[config.mk]
export PLATFORM = sky130hd
export DESIGN_NAME = matrix_frame_scanner
export DESIGN_NICKNAME = d
export VERILOG_FILES = /design/src/rtl/matrix_frame_scanner.sv
export SDC_FILE = /design/constraint.sdc
export NUM_CORES = 1
export LEC_CHECK = 0
export CAP_MARGIN = 20
export CORE_UTILIZATION = 25
export CTS_BUF_LIST = sky130_fd_sc_hd__clkbuf_8
export CTS_CLUSTER_DIAMETER = 150
export DETAILED_ROUTE_END_ITERATION = 8
export PLACE_DENSITY = 0.4
export SETUP_SLACK_MARGIN = 0.3
export SKIP_CTS_REPAIR_TIMING = 1
export SLEW_MARGIN = 30
export SYNTH_ARGS = -nofsm -noshare
export SYNTH_HDL_FRONTEND = slang
export SYNTH_SLANG_ARGS = --single-unit
[constraint.sdc]
create_clock -name clk -period 3.1 [get_ports clk]
set_input_delay 0.93 -clock clk [delete_from_list [all_inputs] [get_ports clk]]
set_output_delay 0.93 -clock clk [all_outputs]
set_load 0.02 [all_outputs]
[src/rtl/matrix_frame_scanner.sv]
// Double-buffered pixel framebuffer with a row-multiplexed matrix scanner.
// Pixels are written into a back buffer by (x, y). A requested swap copies the
// back buffer to the front buffer only at the end of a frame, so the displayed
// image never tears. The front buffer is scanned one row at a time.
//
// Ports:
//   clk, rst      clock and synchronous active-high reset
//   clear         zero the whole back buffer (a same-cycle write still lands)
//   wr_en/x/y/val single-pixel write into the back buffer
//   swap_req      request a back->front copy at the next frame boundary
//   row_sel       one-hot active-high row drive (registered)
//   col_data      front-buffer pixels of the selected row (registered)
//   frame_start   one-cycle pulse when row 0 becomes selected
//   swap_pending  a swap is requested but not yet taken
//   swap_done     one-cycle pulse when the new front frame is first displayed
//   wr_err        one-cycle pulse after a write with an out-of-range coordinate
module matrix_frame_scanner #(
   parameter int unsigned COLS     = 8,
   parameter int unsigned ROWS     = 8,
   parameter int unsigned SCAN_DIV = 1000,
   localparam int unsigned XW      = $clog2(COLS),
   localparam int unsigned YW      = $clog2(ROWS)
) (
   input  logic            clk,
   input  logic            rst,
   input  logic            clear,
   input  logic            wr_en,
   input  logic [XW-1:0]   wr_x,
   input  logic [YW-1:0]   wr_y,
   input  logic            wr_val,
   input  logic            swap_req,
   output logic [ROWS-1:0] row_sel,
   output logic [COLS-1:0] col_data,
   output logic            frame_start,
   output logic            swap_pending,
   output logic            swap_done,
   output logic            wr_err
);

   localparam int unsigned DW = $clog2(SCAN_DIV);

   typedef enum logic {
      S_IDLE,
      S_PENDING
   } state_t;

   state_t                     state;
   state_t                     state_nxt;
   logic                       take_swap;

   logic [DW-1:0]              div;
   logic [YW-1:0]              row;
   logic [YW-1:0]              row_adv;
   logic                       row_end;
   logic                       frame_end;

   logic [ROWS-1:0][COLS-1:0]  back;
   logic [ROWS-1:0][COLS-1:0]  front;
   logic [ROWS-1:0][COLS-1:0]  disp_src;

   logic                       x_ok;
   logic                       y_ok;
   logic                       wr_ok;

   // Coordinate range checks only exist for non-power-of-two dimensions.
   if (COLS == (32'd1 << XW)) begin : g_x_full
      assign x_ok = 1'b1;
   end else begin : g_x_part
      assign x_ok = (wr_x < XW'(COLS));
   end

   if (ROWS == (32'd1 << YW)) begin : g_y_full
      assign y_ok = 1'b1;
   end else begin : g_y_part
      assign y_ok = (wr_y < YW'(ROWS));
   end

   assign wr_ok     = wr_en && x_ok && y_ok;

   // Scan timing decode.
   assign row_end   = (div == DW'(SCAN_DIV - 1));
   assign frame_end = row_end && (row == YW'(ROWS - 1));
   assign row_adv   = (row == YW'(ROWS - 1)) ? '0 : row + YW'(1);

   // On a taken swap the first row of the new frame comes straight from back.
   assign disp_src  = take_swap ? back : front;

   assign swap_pending = (state == S_PENDING);

   // Swap FSM state register.
   always_ff @(posedge clk) begin
      if (rst) begin
         state <= S_IDLE;
      end else begin
         state <= state_nxt;
      end
   end

   // Swap FSM next state; a request landing on the frame-end cycle is taken at once.
   always_comb begin
      state_nxt = state;
      take_swap = 1'b0;
      case (state)
         S_IDLE: begin
            if (swap_req) begin
               if (frame_end) begin
                  take_swap = 1'b1;
               end else begin
                  state_nxt = S_PENDING;
               end
            end
         end
         S_PENDING: begin
            if (frame_end) begin
               take_swap = 1'b1;
               state_nxt = S_IDLE;
            end
         end
         default: state_nxt = S_IDLE;
      endcase
   end

   // Scan counters, display registers, buffers and status pulses.
   always_ff @(posedge clk) begin
      if (rst) begin
         div         <= '0;
         row         <= '0;
         back        <= '0;
         front       <= '0;
         row_sel     <= ROWS'(1);
         col_data    <= '0;
         frame_start <= 1'b0;
         swap_done   <= 1'b0;
         wr_err      <= 1'b0;
      end else begin
         frame_start <= frame_end;
         swap_done   <= take_swap;
         wr_err      <= wr_en && !wr_ok;

         if (row_end) begin
            div      <= '0;
            row      <= row_adv;
            row_sel  <= ROWS'(1) << row_adv;
            col_data <= disp_src[row_adv];
         end else begin
            div      <= div + DW'(1);
         end

         // Snapshot uses the pre-edge back; same-edge clear/write affect back only.
         if (take_swap) begin
            front <= back;
         end

         // Clear first, then the write, so a same-cycle write survives.
         if (clear) begin
            back <= '0;
         end
         if (wr_ok) begin
            back[wr_y][wr_x] <= wr_val;
         end
      end
   end

endmodule
# Yosys cells after proc, flatten, opt, wreduce, memory -nomap -nowiden
# Index checks and enable logic that the tools add are counted.
classes:
  add_sub_neg: 2
  magnitude_cmp: 5
  n_eq_ne: 2
  n_shift: 1
  mux: 18
  bitwise_logic: 1
  reduce_logical: 4
op_table:
  columns: ["op", "n"]
  rows:
  - ["2-to-1 mux 64 bit", 4]
  - ["bitwise mux 64 bit", 1]
  - ["binary-select mux 8 bit (select 3 bit)", 1]
  - ["demux 8 bit (select 3 bit)", 1]
  - ["2-to-1 mux 8 bit", 2]
  - ["less-than comparator 3 x 4 -> 1 bit (second input constant)", 3]
  - ["adder 10 x 1 -> 10 bit (second input constant)", 1]
  - ["== test 10 bit (second input constant)", 1]
  - ["<< shifter 1 x 3 -> 8 bit (first input constant)", 1]
  - ["greater-or-equal comparator 3 x 1 -> 1 bit (second input constant)", 2]
  - ["2-to-1 mux 1 bit", 5]
  - ["one-hot mux 1 bit (2 select lines)", 2]
  - ["adder 3 x 1 -> 3 bit (second input constant)", 1]
  - ["demux 1 bit (select 3 bit)", 1]
  - ["== test 3 bit (second input constant)", 1]
  - ["logical AND 1 bit", 3]
  - ["2-to-1 mux 3 bit", 1]
  - ["OR reduction 2 bit", 1]
  - ["inverter 1 bit", 1]
word_totals:
  ff_bits: 160
  output_inout_bits: 20
  word_cells: 56

# Longest topological paths before layout
depth:
  word_depth: 8
  depth_mapped: 10
  mapped_depth_nobuf: 7

# Least setup slack after synthesis
# Ideal clock, no wire load.
synth_timing:
  path_kind: "in2reg"
  from: "input swap_req"
  to: "register col_data[0]"
  setup_ns: 0.128
  t_arrival_ns: 2.262
  slack_ns: 0.710
  cell_stages: 6
  n_path_buf: 1
  path_cell_list: "o21ai_1 -> nor4_4 -> buf_6 -> or3_1 -> a32oi_1 -> o31ai_1"
synth_between:
  elab_chain_len: 5
synth_lines:
  columns: ["element", "line_no", "source"]
  rows:
  - ["from (decl)", "31", "input logic swap_req,"]
  - ["2-to-1 mux 1 bit", "105", "if (swap_req) begin"]
  - ["one-hot mux 1 bit (2 select lines)", "103", "case (state)"]
  - ["2-to-1 mux 64 bit", null, null]
  - ["binary-select mux 8 bit (select 3 bit)", "144", "col_data <= disp_src[row_adv];"]
  - ["2-to-1 mux 8 bit (implied by the code)", "144", null]
  - ["to (signal assigned)", "144", null]
  - ["to (decl)", "33", "output logic [COLS-1:0] col_data,"]
# Every way passes these cells. The select of a mux whose other input is x is not followed.
# A chain may end at the register's enable or synchronous reset.

# Worst setup path in the final report
# Ends and elaborated chain as after synthesis.

==> results.md <==
- CP Launch Type: input pin
- Final Wtd Congestion: 0.717
- Min-Delay Path Class: reg2reg
- Final wirelength: ~22000 µm
- Power Total: between 3 and 4 mW
- Core Area: ~28000 µm²
- Layout cell share with drive strength beyond 1: 0.107
- Cts bufs inserted: 17
- Final setup violation count: 0
- Max transition margin: 0.504
- Clk slew on worst S/H paths: around 0.1 ns
- RSZ-0062 raised after global routing: false
- Max capacitance violation total: 0
- Post-synth EDFFs: 0
- DRT Pass-1 Iters: 5
- Status: complete, no violations
- Final instance area: between 8000 and 9000 µm²
- Die Wd: 171 µm
- Drt wl/cell: 16.9 µm
- Tot GR Track Use: 0.160
- IO Count: 32
- Distinct cell type count after synthesis: 54
- DIE HEIGHT: approximately 170 µm
- CP Capture Type: flip-flop
- Vias in the first global route: between 5000 and 6000
- RR Endpoint: col_data[0]
- ANT nets after route: 0
- CTS Sinks: 160
- Data arrival, critical path: approximately 2.9 ns
- Async set-or-reset flop fraction in the synthesized netlist: 0
- Fin Setup TNS: 0 ns
- Mapped Nets: 920
- Rows: 61
- Initial antenna violation count: 0
- Post-synth top flop: dfxtp_1
- Skew-Pair Late Insertion Delay: 0.47 ns
- Mapped Area: just over 7000 µm²
- First-pass GRT wire length: about 36000 µm
- Worst-Margin Slew: between 0.7 and 0.8 ns
- Area growth from synthesis to layout: 17.9%
- Total gr overflow: 0
- Port buffer count: 30
- Warnings, synthesis: 0
- Post-detail-place hpwl: 13700 µm
- Final Non-Filler Cells: approximately 1300
- Number of antenna diodes: 0
- Final worst-path cycle share: 0.807
- Mean Syn Cell Area: a little under 8 µm²
- Slew Limit Fails: 0
- Effective utilization at floorplan: 0.256
- Hold Crit Start: front[57]
- Register area share after synthesis: 0.450
- Iteration-0 DRC Markers: between 500 and 600
- Yosys reg bits: 160
- Minimum clock period: between 2 and 3 ns
- Slowest cell on the critical path: clkdlybuf4s50_1
- Leak pwr: approximately 2.7 nW
- Worst IR drop on VDD: roughly 0.27 mV
- Fin. Hold Viols: 0
- Worst Clk Skew: 0.0143 ns
- Fmax: around 0.40 GHz
- R2R depth: 8
- Clock Path Buffers: 2
- CTS H-Tree Depth: 4
- DR vias/cell: approximately 4.8
- Post-placement cell count: between 1000 and 1500
- Placed Instance Area: 8030 µm²
- WP data required: 3.45 ns
- Worst Hold Path EP: front[57]
- FF-to-FF setup slack: ~0.62 ns
- Largest net degree at the start of global routing: 65
- Syn Inst Count: 900
- Reg2reg start: row[1]
- Nets: 938
- Die area: 29200 µm²
- DRC violations left: 0
- CP Cell Sequence: clkdlybuf4s50_1 > o21ai_1 > buf_4 > o41ai_1 > o211ai_1 > a32oi_1 > o31ai_1
- Routed via count: 6268
- Root buf cell: clkbuf_8
- Hold Path Cell Cnt: 2
- Crit Path Max Fanout: 8
- Pwr dens: roughly 440 nW/µm²
- TritonCTS clock tree: done
- CP peak stage delay: 0.51 ns
- CP Class: in2reg
[Yosys cell counts (3+ instances only)]
master     number  share of area
nand4_1         4         0.0035
buf_2          11         0.0077
nor2_1         32          0.017
a31oi_1         5         0.0044
o211a_1         3         0.0042
clkbuf_1       67          0.035
o211ai_1        4         0.0042
o41ai_1         6         0.0074
o22ai_1         6         0.0053
nand3_1        71          0.050
o31ai_1         3         0.0032
nand3b_1       62          0.065
nor3_1         14         0.0098
mux2i_1         6         0.0084
xnor2_1         3         0.0037
nor3b_1         3         0.0032
inv_1          10         0.0053
a221o_1         4         0.0056
a311oi_1        3         0.0037
nand2b_1        5         0.0044
xor2_1          5         0.0062
a2111oi_0       3         0.0037
dfxtp_1       160           0.45
mux2_2          5         0.0079
a21o_1          5         0.0053
a32oi_1         3         0.0037
a21oi_1       146           0.10
ha_1            8          0.014
nand2_1       200           0.11
a211o_1         9          0.011
a221oi_1        5         0.0062
[through the flow]
step           worst slack, ns  hold slack, ns   util
2_1_floorplan            0.710           0.418      -
3_3_place_gp            0.0355           0.436  0.288
3_5_place_dp            0.0288           0.441  0.288
4_1_cts                  0.494           0.455  0.301
5_1_grt                  0.410           0.469  0.301
6_report                 0.597           0.452  0.301
[critical path, delay by kind of cell]
kind            cells  cell delay [ns]
buf+inv             2             0.72
compound gates      5             1.20
[cell type report]
cell class,instances,area [µm²]
clock buffers,18,248
clock inverters,14,105
fillers,3016,19500
inverters,10,37.5
multi-input cells,649,3580
flip-flops and latches,160,3200
well taps,378,473
repair buffers,80,751
[logic make-up (layout without fill, tap and decap cells)]
kind of cell | Yosys count | count (layout) | share of synthesized area
compound gates | 213 | 213 | 0.178
other cells | 1 | 1 | 0.000527
xor+xnor | 8 | 8 | 0.00984
buf+inv | 91 | 122 | 0.0515
simple gates | 408 | 408 | 0.279
fa+ha+maj | 8 | 8 | 0.0141
flops | 160 | 160 | 0.450
mux | 11 | 11 | 0.0163
[per-layer routing]
| metal | up-vias | track usage | share of wire |
|---|---|---|---|
| met5 | - | 0 | 0 |
| met4 | 0 | 0.0415 | 0.010 |
| met3 | 14 | 0.0275 | 0.037 |
| met2 | 129 | 0.243 | 0.43 |
| met1 | 2961 | 0.232 | 0.52 |
| li1 | 3164 | - | - |
[power breakdown]
part | internal, mW | switching [mW] | leakage (nW)
registers | 2.06 | 0.00521 | 1.29
clock network | 0.585 | 0.864 | 0.174
logic | 0.0599 | 0.129 | 1.23
total | 2.70 | 0.998 | 2.70
[how the worst max path moves through the flow]
stage / slack, ns / start / end / depth (start not counted)
after CTS: 0.49 / row[1] / col_data[6] / 8
after floorplan: 0.71 / swap_req / col_data[0] / 6
after global placement: 0.04 / swap_req / col_data[6] / 7
after global routing: 0.41 / row[1] / col_data[0] / 8
final: 0.60 / swap_req / col_data[0] / 7
after detailed placement: 0.03 / swap_req / col_data[6] / 7
[registers in the layout, summed over array words and instances, names as in the netlist]
signal / cells
col_data: 8
back: 64
swap_pending: 1
div: 10
row_sel: 8
frame_start: 1
swap_done: 1
front: 64
row: 3
[cell usage in the layout (no fill, tap or decap), types with 7 or more instances in the layout]
master             n
nand3b_1          62
nor2_1            32
nor3_1            11
buf_4             44
buf_12             7
dfxtp_1          160
nand2_1          200
clkdlybuf4s50_1   27
a21oi_1          146
clkbuf_8          18
nand3_1           71
ha_1               8
a211o_1            9
inv_1             11
(Power assumes the default switching activity.)
